File: config.mk
export PLATFORM = sky130hd
export DESIGN_NAME = meduram_wr_arbiter_flat
export DESIGN_NICKNAME = d
export VERILOG_FILES = /design/src/rtl/meduram_wr_arbiter_if.sv /design/src/rtl/meduram_wr_arbiter.sv /design/src/flat_wrapper.sv
export SDC_FILE = /design/constraint.sdc
export NUM_CORES = 1
export LEC_CHECK = 0
export ABC_CLOCK_PERIOD_IN_PS = 3000
export CORE_MARGIN = 8
export CORE_UTILIZATION = 34
export DETAILED_ROUTE_END_ITERATION = 10
export PLACE_DENSITY = 0.68
export SKIP_LAST_GASP = 1
export SLEW_MARGIN = 10
export SYNTH_ARGS = -nofsm -noshare
export SYNTH_HDL_FRONTEND = slang
export SYNTH_SLANG_ARGS = --single-unit
File: constraint.sdc
create_clock -name aclk -period 3 [get_ports aclk]
set_input_delay 0.3 -clock aclk [delete_from_list [all_inputs] [get_ports aclk]]
set_output_delay 0.3 -clock aclk [all_outputs]
set_load 0.005 [all_outputs]
File: src/rtl/meduram_wr_arbiter_if.sv
// Requester/RAM-write-port bundle for meduram_wr_arbiter.
// slave: arbiter side; master: requesters plus RAM write-port observer.
interface meduram_wr_arbiter_if #(
    parameter int unsigned NB_REQ     = 4,
    parameter int unsigned ADDR_WIDTH = 8,
    parameter int unsigned DATA_WIDTH = 32
);
    logic [NB_REQ-1:0]            req_valid;
    logic [NB_REQ*ADDR_WIDTH-1:0] req_addr;
    logic [NB_REQ*DATA_WIDTH-1:0] req_data;
    logic [NB_REQ-1:0]            req_ready;
    logic                         wren1;
    logic [ADDR_WIDTH-1:0]        wraddr1;
    logic [DATA_WIDTH-1:0]        wrdata1;
    logic                         wren2;
    logic [ADDR_WIDTH-1:0]        wraddr2;
    logic [DATA_WIDTH-1:0]        wrdata2;

    modport slave (
        input  req_valid, req_addr, req_data,
        output req_ready,
        output wren1, wraddr1, wrdata1,
        output wren2, wraddr2, wrdata2
    );

    modport master (
        output req_valid, req_addr, req_data,
        input  req_ready,
        input  wren1, wraddr1, wrdata1,
        input  wren2, wraddr2, wrdata2
    );
endinterface

File: src/rtl/meduram_wr_arbiter.sv
// Two-grant round-robin arbiter sharing the two RAM write ports among NB_REQ requesters.
// Optional MEDURAM_WR_SAME_ADDR_CHECK_EN suppresses a second same-address grant per cycle.
module meduram_wr_arbiter #(
    parameter int unsigned NB_REQ     = 4,
    parameter int unsigned ADDR_WIDTH = 8,
    parameter int unsigned DATA_WIDTH = 32
) (
    input  logic                  aclk,
    input  logic                  aresetn,
    meduram_wr_arbiter_if.slave   bus
`ifdef MEDURAM_WR_SAME_ADDR_CHECK_EN
    ,
    output logic [15:0]           conflict_cnt
`endif
);
    localparam int unsigned IW = $clog2(NB_REQ);
    localparam logic [IW-1:0] LAST = IW'(NB_REQ - 1);

    logic [IW-1:0]         ptr;
    logic [IW-1:0]         ptr_nxt;
    logic [IW-1:0]         idx_a;
    logic [IW-1:0]         idx_b;
    logic                  found_a;
    logic                  found_b;
    logic                  grant_b;
    logic                  same_addr;
    logic [ADDR_WIDTH-1:0] addr_arr [NB_REQ];
    logic [DATA_WIDTH-1:0] data_arr [NB_REQ];

    // Unpack the flat request buses
    always_comb begin
        for (int i = 0; i < int'(NB_REQ); i++) begin
            addr_arr[i] = bus.req_addr[i*ADDR_WIDTH +: ADDR_WIDTH];
            data_arr[i] = bus.req_data[i*DATA_WIDTH +: DATA_WIDTH];
        end
    end

    // Circular search from ptr: first valid is grant A, second is grant B
    always_comb begin
        int unsigned j;
        found_a = 1'b0;
        found_b = 1'b0;
        idx_a   = '0;
        idx_b   = '0;
        j       = 0;
        for (int k = 0; k < int'(NB_REQ); k++) begin
            j = int'(ptr) + k;
            if (j >= NB_REQ) begin
                j = j - NB_REQ;
            end
            if (bus.req_valid[IW'(j)]) begin
                if (!found_a) begin
                    found_a = 1'b1;
                    idx_a   = IW'(j);
                end else if (!found_b) begin
                    found_b = 1'b1;
                    idx_b   = IW'(j);
                end
            end
        end
    end

`ifdef MEDURAM_WR_SAME_ADDR_CHECK_EN
    assign same_addr = found_b && (addr_arr[idx_a] == addr_arr[idx_b]);
`else
    assign same_addr = 1'b0;
`endif

    assign grant_b = found_b && !same_addr;

    // Ready is gated by reset so nothing is accepted while held in reset
    always_comb begin
        bus.req_ready = '0;
        if (aresetn) begin
            if (found_a) begin
                bus.req_ready[idx_a] = 1'b1;
            end
            if (grant_b) begin
                bus.req_ready[idx_b] = 1'b1;
            end
        end
    end

    // Pointer moves past the last issued grant; a suppressed B stays first in line
    always_comb begin
        ptr_nxt = ptr;
        if (grant_b) begin
            ptr_nxt = (idx_b == LAST) ? '0 : idx_b + IW'(1);
        end else if (found_a) begin
            ptr_nxt = (idx_a == LAST) ? '0 : idx_a + IW'(1);
        end
    end

    always_ff @(posedge aclk or negedge aresetn) begin
        if (!aresetn) begin
            ptr         <= '0;
            bus.wren1   <= 1'b0;
            bus.wraddr1 <= '0;
            bus.wrdata1 <= '0;
            bus.wren2   <= 1'b0;
            bus.wraddr2 <= '0;
            bus.wrdata2 <= '0;
        end else begin
            ptr       <= ptr_nxt;
            bus.wren1 <= found_a;
            bus.wren2 <= grant_b;
            if (found_a) begin
                bus.wraddr1 <= addr_arr[idx_a];
                bus.wrdata1 <= data_arr[idx_a];
            end
            if (grant_b) begin
                bus.wraddr2 <= addr_arr[idx_b];
                bus.wrdata2 <= data_arr[idx_b];
            end
        end
    end

`ifdef MEDURAM_WR_SAME_ADDR_CHECK_EN
    // Saturating count of suppressed same-address B grants
    always_ff @(posedge aclk or negedge aresetn) begin
        if (!aresetn) begin
            conflict_cnt <= '0;
        end else if (same_addr && (conflict_cnt != 16'hFFFF)) begin
            conflict_cnt <= conflict_cnt + 16'd1;
        end
    end
`endif
endmodule

File: src/flat_wrapper.sv
// flat-port wrapper written by rule: the top's interface ports become plain ports
module meduram_wr_arbiter_flat 
#(
    parameter int unsigned NB_REQ     = 4,
    parameter int unsigned ADDR_WIDTH = 8,
    parameter int unsigned DATA_WIDTH = 32
)
  (aclk, aresetn, bus_req_valid, bus_req_addr, bus_req_data, bus_req_ready, bus_wren1, bus_wraddr1, bus_wrdata1, bus_wren2, bus_wraddr2, bus_wrdata2);
  meduram_wr_arbiter_if #(.NB_REQ(NB_REQ), .ADDR_WIDTH(ADDR_WIDTH), .DATA_WIDTH(DATA_WIDTH)) bus_i ();
  input  logic aclk;
  input  logic aresetn;
  input wire logic [$bits(bus_i.req_valid)-1:0] bus_req_valid;
  input wire logic [$bits(bus_i.req_addr)-1:0] bus_req_addr;
  input wire logic [$bits(bus_i.req_data)-1:0] bus_req_data;
  output wire logic [$bits(bus_i.req_ready)-1:0] bus_req_ready;
  output wire logic [$bits(bus_i.wren1)-1:0] bus_wren1;
  output wire logic [$bits(bus_i.wraddr1)-1:0] bus_wraddr1;
  output wire logic [$bits(bus_i.wrdata1)-1:0] bus_wrdata1;
  output wire logic [$bits(bus_i.wren2)-1:0] bus_wren2;
  output wire logic [$bits(bus_i.wraddr2)-1:0] bus_wraddr2;
  output wire logic [$bits(bus_i.wrdata2)-1:0] bus_wrdata2;
  assign bus_i.req_valid = bus_req_valid;
  assign bus_i.req_addr = bus_req_addr;
  assign bus_i.req_data = bus_req_data;
  assign bus_req_ready = bus_i.req_ready;
  assign bus_wren1 = bus_i.wren1;
  assign bus_wraddr1 = bus_i.wraddr1;
  assign bus_wrdata1 = bus_i.wrdata1;
  assign bus_wren2 = bus_i.wren2;
  assign bus_wraddr2 = bus_i.wraddr2;
  assign bus_wrdata2 = bus_i.wrdata2;
  meduram_wr_arbiter #(.NB_REQ(NB_REQ), .ADDR_WIDTH(ADDR_WIDTH), .DATA_WIDTH(DATA_WIDTH)) u_core (.aclk(aclk), .aresetn(aresetn), .bus(bus_i));
endmodule
==> results.env <==
OUTCOME='finished, final reports clean'
DETAIL_ROUTE.ITER0.VIOLATIONS=427
TIMING.SLEW.HEADROOM_PCT=58.5
GRT_UTIL_MET2_PCT=35.4
FLOORPLAN.INITIALDENSITY_PCT=34.5
YS.WARNINGS.COUNT=0
DIEWIDTH_UM=151
FINAL_MIN_PERIOD_OVER_CLOCK_PERIOD_PCT=99.7
SETUP.WORST_PATH.END_CLASS='output port'
GRT_USE_TOTAL_PCT=21.5
PIN_COUNT_OF_THE_BIGGEST_NET_ENTERING_GLOBAL_ROUTING=46
WORSTSETUPPATHTYPE='reg -> out'
REQUIRED_NS=2.70
USE_MET3_PCT=7.02
ANTENNADIODECOUNT=0
GRT.BUSIEST_LAYER='met2'
TIMING.CLOCK.SKEW_NS=0.0126
VIA_COUNT=6504
GP_ROUTABILITY_CONGESTION=0.835
INTPOWER_mW=5.64
COUNT_OF_DIFFERENT_CELL_MASTERS_AFTER_SYNTHESIS=53
TIGHTESTPINTRANSITION_NS=0.622
VIAS_PER_CELL=5.74
CTS_TREE='built'
LARGEST_BUFFER_COUNT_ON_ANY_CLOCK_PATH=2
GLOBAL_ROUTE_WIRE_LENGTH_BEFORE_REPAIR_UM=38600
POWER_DENSITY_mW_PER_MM2=1000
PATH_CLK_SLEW_NS=0.07
YOSYSTOPAREACELL='dfrtp_1'
CTS-ROOT-BUF='clkbuf_16'
GRT_ANTENNA_BEFORE_REPAIR=0
FINAL_CELL_UTILIZATION_OF_THE_CORE_PCT=53.6
HOLD_VIOLATIONS=0
YS_DOMINANT_REG_CELL='dfrtp_1'
FMAXACHIEVABLE_MHz=334
NETLIST_INSTANCES=659
NUMBER_OF_MAXIMUM_CAPACITANCE_CONSTRAINT_VIOLATIONS=0
SLOWEST_STAGE='dfrtp_2'
TIMING.CRITICAL_PATH.MODE_CELL='ha_2'
CRIT_FANOUT=5
FP.DIEAREA_MM2=0.0228
BIGGEST_AREA_CONTRIBUTORS_IN_THE_SYNTHESIZED_NETLIST='dfrtp_1 34%, mux2i_1 20%, a211oi_1 10%'
CRITPATHLAUNCHTYPE='flop'
CLOCK_POWER_SHARE_PCT=13.6
HOLD_WS_NS=0.0844
SYNTHESIS.AREA_PER_INSTANCE_UM2=9.38
POWER_FRAC_SEQ_PCT=22.2
SWITCHINGPOWER_mW=4.00
CORE_AREA_MM2=0.0179
DRC_ERRORS=0
POWER.LEAKAGE_nW=3.70
FIRST_GLOBAL_VIAS=6790
SETUP_VIOL=0
CTS.SINKS=84
CP.ARRIVAL_NS=2.69
WORST_IR_DROP_VDD_V=0.000498
FINAL.SETUP.TNS_NS=0
INSERTION_DELAY_OF_THE_LATER_CLOCKED_PIN_IN_THE_WORST_SKEW_PAIR_NS=0.34
POST_ROUTE_CELLS_DRIVE_ABOVE_1_SHARE_PCT=11.3
DIE_H_UM=151
SYN-CELL-AREA_MM2=0.00618
SW_FRAC_OF_TOTAL_PCT=41.5
MAX_STAGE_DELAY_NS=0.44
NUMBER_OF_PRIMARY_I_O_PINS=252
YOSYS_REGISTER_BITS=84
GR-TOTAL-OVERFLOW=0
NNETSFINAL=1078
PATH_CELLS='and2_4 -> a211oi_4 -> a21oi_2 -> ha_2 -> nor2b_4 -> a222oi_1 -> a21o_2 -> o21ai_4 -> ha_2 -> a22oi_2 -> nor2b_1 -> buf_2'
ASYNCSETRESETFLOPFRACSYNTH_PCT=100
IO_BUFFER_COUNT=251
FILL_CELLS=1638
MEAN_ROUTED_WIRELENGTH_PER_CELL_UM=22.0
PLACE.DETAILED.HPWL_UM=17200
TIMING.FINAL.MAX_SLEW_VIOLATIONS=0
FINALWORSTPATHREQUIREDPERIOD_NS=2.99
CTS-HTREE-LEVELS=3
DRT-PASS1-ITER-COUNT=5
FINAL_ANTENNA_NET_COUNT=0
TIMING.REG2REG.WORST_PATH_DEPTH=10
SYN2LAYOUT_AREA_GROWTH_PCT=55.2
SHARE_COMB_OF_TOTAL_POWER_PCT=64.2
GRT_UTIL_MET1_PCT=26.1
HOLDCRITPATHCLASS='in -> async'
UNREPAIRED_SETUP_ENDPOINTS_AFTER_GLOBAL_ROUTING='yes'
SYNTH.TOP_CELL.AREA_SHARE_PCT=34.0
YS_SEQ_AREA_SHARE_PCT=34.0
SYNTH_NETS=835
CTS-BUFFERS-INSERTED=9
ROWS=49
SYNTH-EDFF-COUNT=0
FINALWIRELENGTH_UM=25000
CTSHOLDBUFFERS=0
-- metal layers --
layer / vias up / routed length, µm
li1: 3017 / -
met1: 3173 / 10400
met2: 279 / 11700
met3: 35 / 2340
met4: 0 / 503
met5: - / 0
-- placed cells by master (no fill, tap or decap), types with 4 or more instances in the layout --
master	n
a211oi_1	82
a21boi_0	40
a21oi_1	7
buf_12	7
buf_4	42
clkbuf_16	9
clkdlybuf4s50_1	246
dfrtp_1	82
ha_1	4
inv_1	5
mux2i_1	122
nand2_1	43
nor2_1	47
nor2b_1	7
o21ai_0	48
o221ai_1	40
-- repair_timing --
action	CTS	global route
buffers inserted	2	1
endpoints found under the setup margin	4	5
pin swaps	13	11
gates resized for setup	28	16
-- state kept, by name (all words and copies together) (netlist names) --
signal,cells
u_core.bus.wrdata1,32
u_core.bus.wrdata2,32
u_core.bus.wraddr1,8
u_core.bus.wraddr2,8
u_core.ptr,2
u_core.bus.wren1,1
u_core.bus.wren2,1
-- power groups by stage --
| stage | combinational, mW | sequential [mW] | clock [mW] |
|---|---|---|---|
| after detailed placement | 6.06 | 2.14 | 0 |
| after global placement | 6.03 | 2.13 | 0 |
| after floorplan | 3.31 | 2.13 | 0 |
| final | 6.19 | 2.14 | 1.31 |
| after global routing | 6.68 | 2.23 | 1.38 |
| after CTS | 6.17 | 2.14 | 1.34 |
-- Yosys cell counts, types with 4 or more instances --
cell type and number:
inv_1 7, ha_1 10, dfrtp_1 84, a21oi_1 8, a21boi_0 40, mux2i_1 123
clkbuf_1 30, buf_6 8, nor2_1 47, a211oi_1 83, nor2b_1 8, o221ai_1 40
buf_4 4, nand2_1 44, a22oi_1 6, o21ai_0 48, buf_2 23
-- critical path, delay by kind of cell (launching register included) --
kind	cells	cell delay (ns)
AOI/OAI and AO/OA	6	1.06
DFF	1	0.44
adders and majority gates	2	0.38
and+or+nand+nor	3	0.36
buffers and inverters	1	0.12
-- path summary, 6_finish.rpt --
path	slack, ns	startpoint	end
setup / recovery	0.008	u_core.ptr[1]$_DFFE_PN0P_	bus_req_ready[1]
hold reg to reg	0.55	u_core.bus.wraddr2[5]$_DFFE_PN0N_	u_core.bus.wraddr2[5]$_DFFE_PN0N_
min in group aclk	0.55	u_core.bus.wraddr2[5]$_DFFE_PN0N_	u_core.bus.wraddr2[5]$_DFFE_PN0N_
max in group asynchronous	1.79	aresetn	u_core.ptr[0]$_DFFE_PN0P_
setup reg to reg	0.13	u_core.ptr[1]$_DFFE_PN0P_	u_core.bus.wraddr1[0]$_DFFE_PN0N_
hold / removal	0.08	aresetn	u_core.bus.wraddr1[5]$_DFFE_PN0N_
-- kinds of logic (layout without fill, tap and decap cells) --
logic type / after synthesis / in the layout / share of synthesized area, %
muxes: 124 / 124 / 20.3
AOI/OAI and AO/OA: 242 / 242 / 28.3
xor gates and xnor gates: 1 / 1 / 0.142
adders and majority gates: 10 / 10 / 2.02
and+or+nand+nor: 121 / 121 / 8.90
DFF: 84 / 84 / 34.0
buffers and inverters: 77 / 323 / 6.37
-- area by class of cell --
type                       count  area [µm²]  area share (%)
timing repair buffer         299        2940            30.6
tap                          229         287            2.98
inverter                      10        42.5           0.443
sequential                    84        2100            21.9
multi-input combinational    498        3890            40.5
clock buffer                  10         239            2.49
clock inverter                 4        98.8            1.03
-- through the flow --
| stage | instances | setup WS, ns | power [mW] | area, µm² |
|---|---|---|---|---|
| after floorplan | 659 | 0.0195 | 5.44 | 6190 |
| after global placement | 1118 | -0.363 | 8.16 | 9140 |
| after detailed placement | 1118 | -0.453 | 8.20 | 9140 |
| after CTS | 1134 | -0.0302 | 9.64 | 9560 |
| after global routing | 1134 | -0.158 | 10.3 | 9600 |
| final | 1134 | 0.00781 | 9.64 | 9600 |
Power figures use the tool's default switching activity.
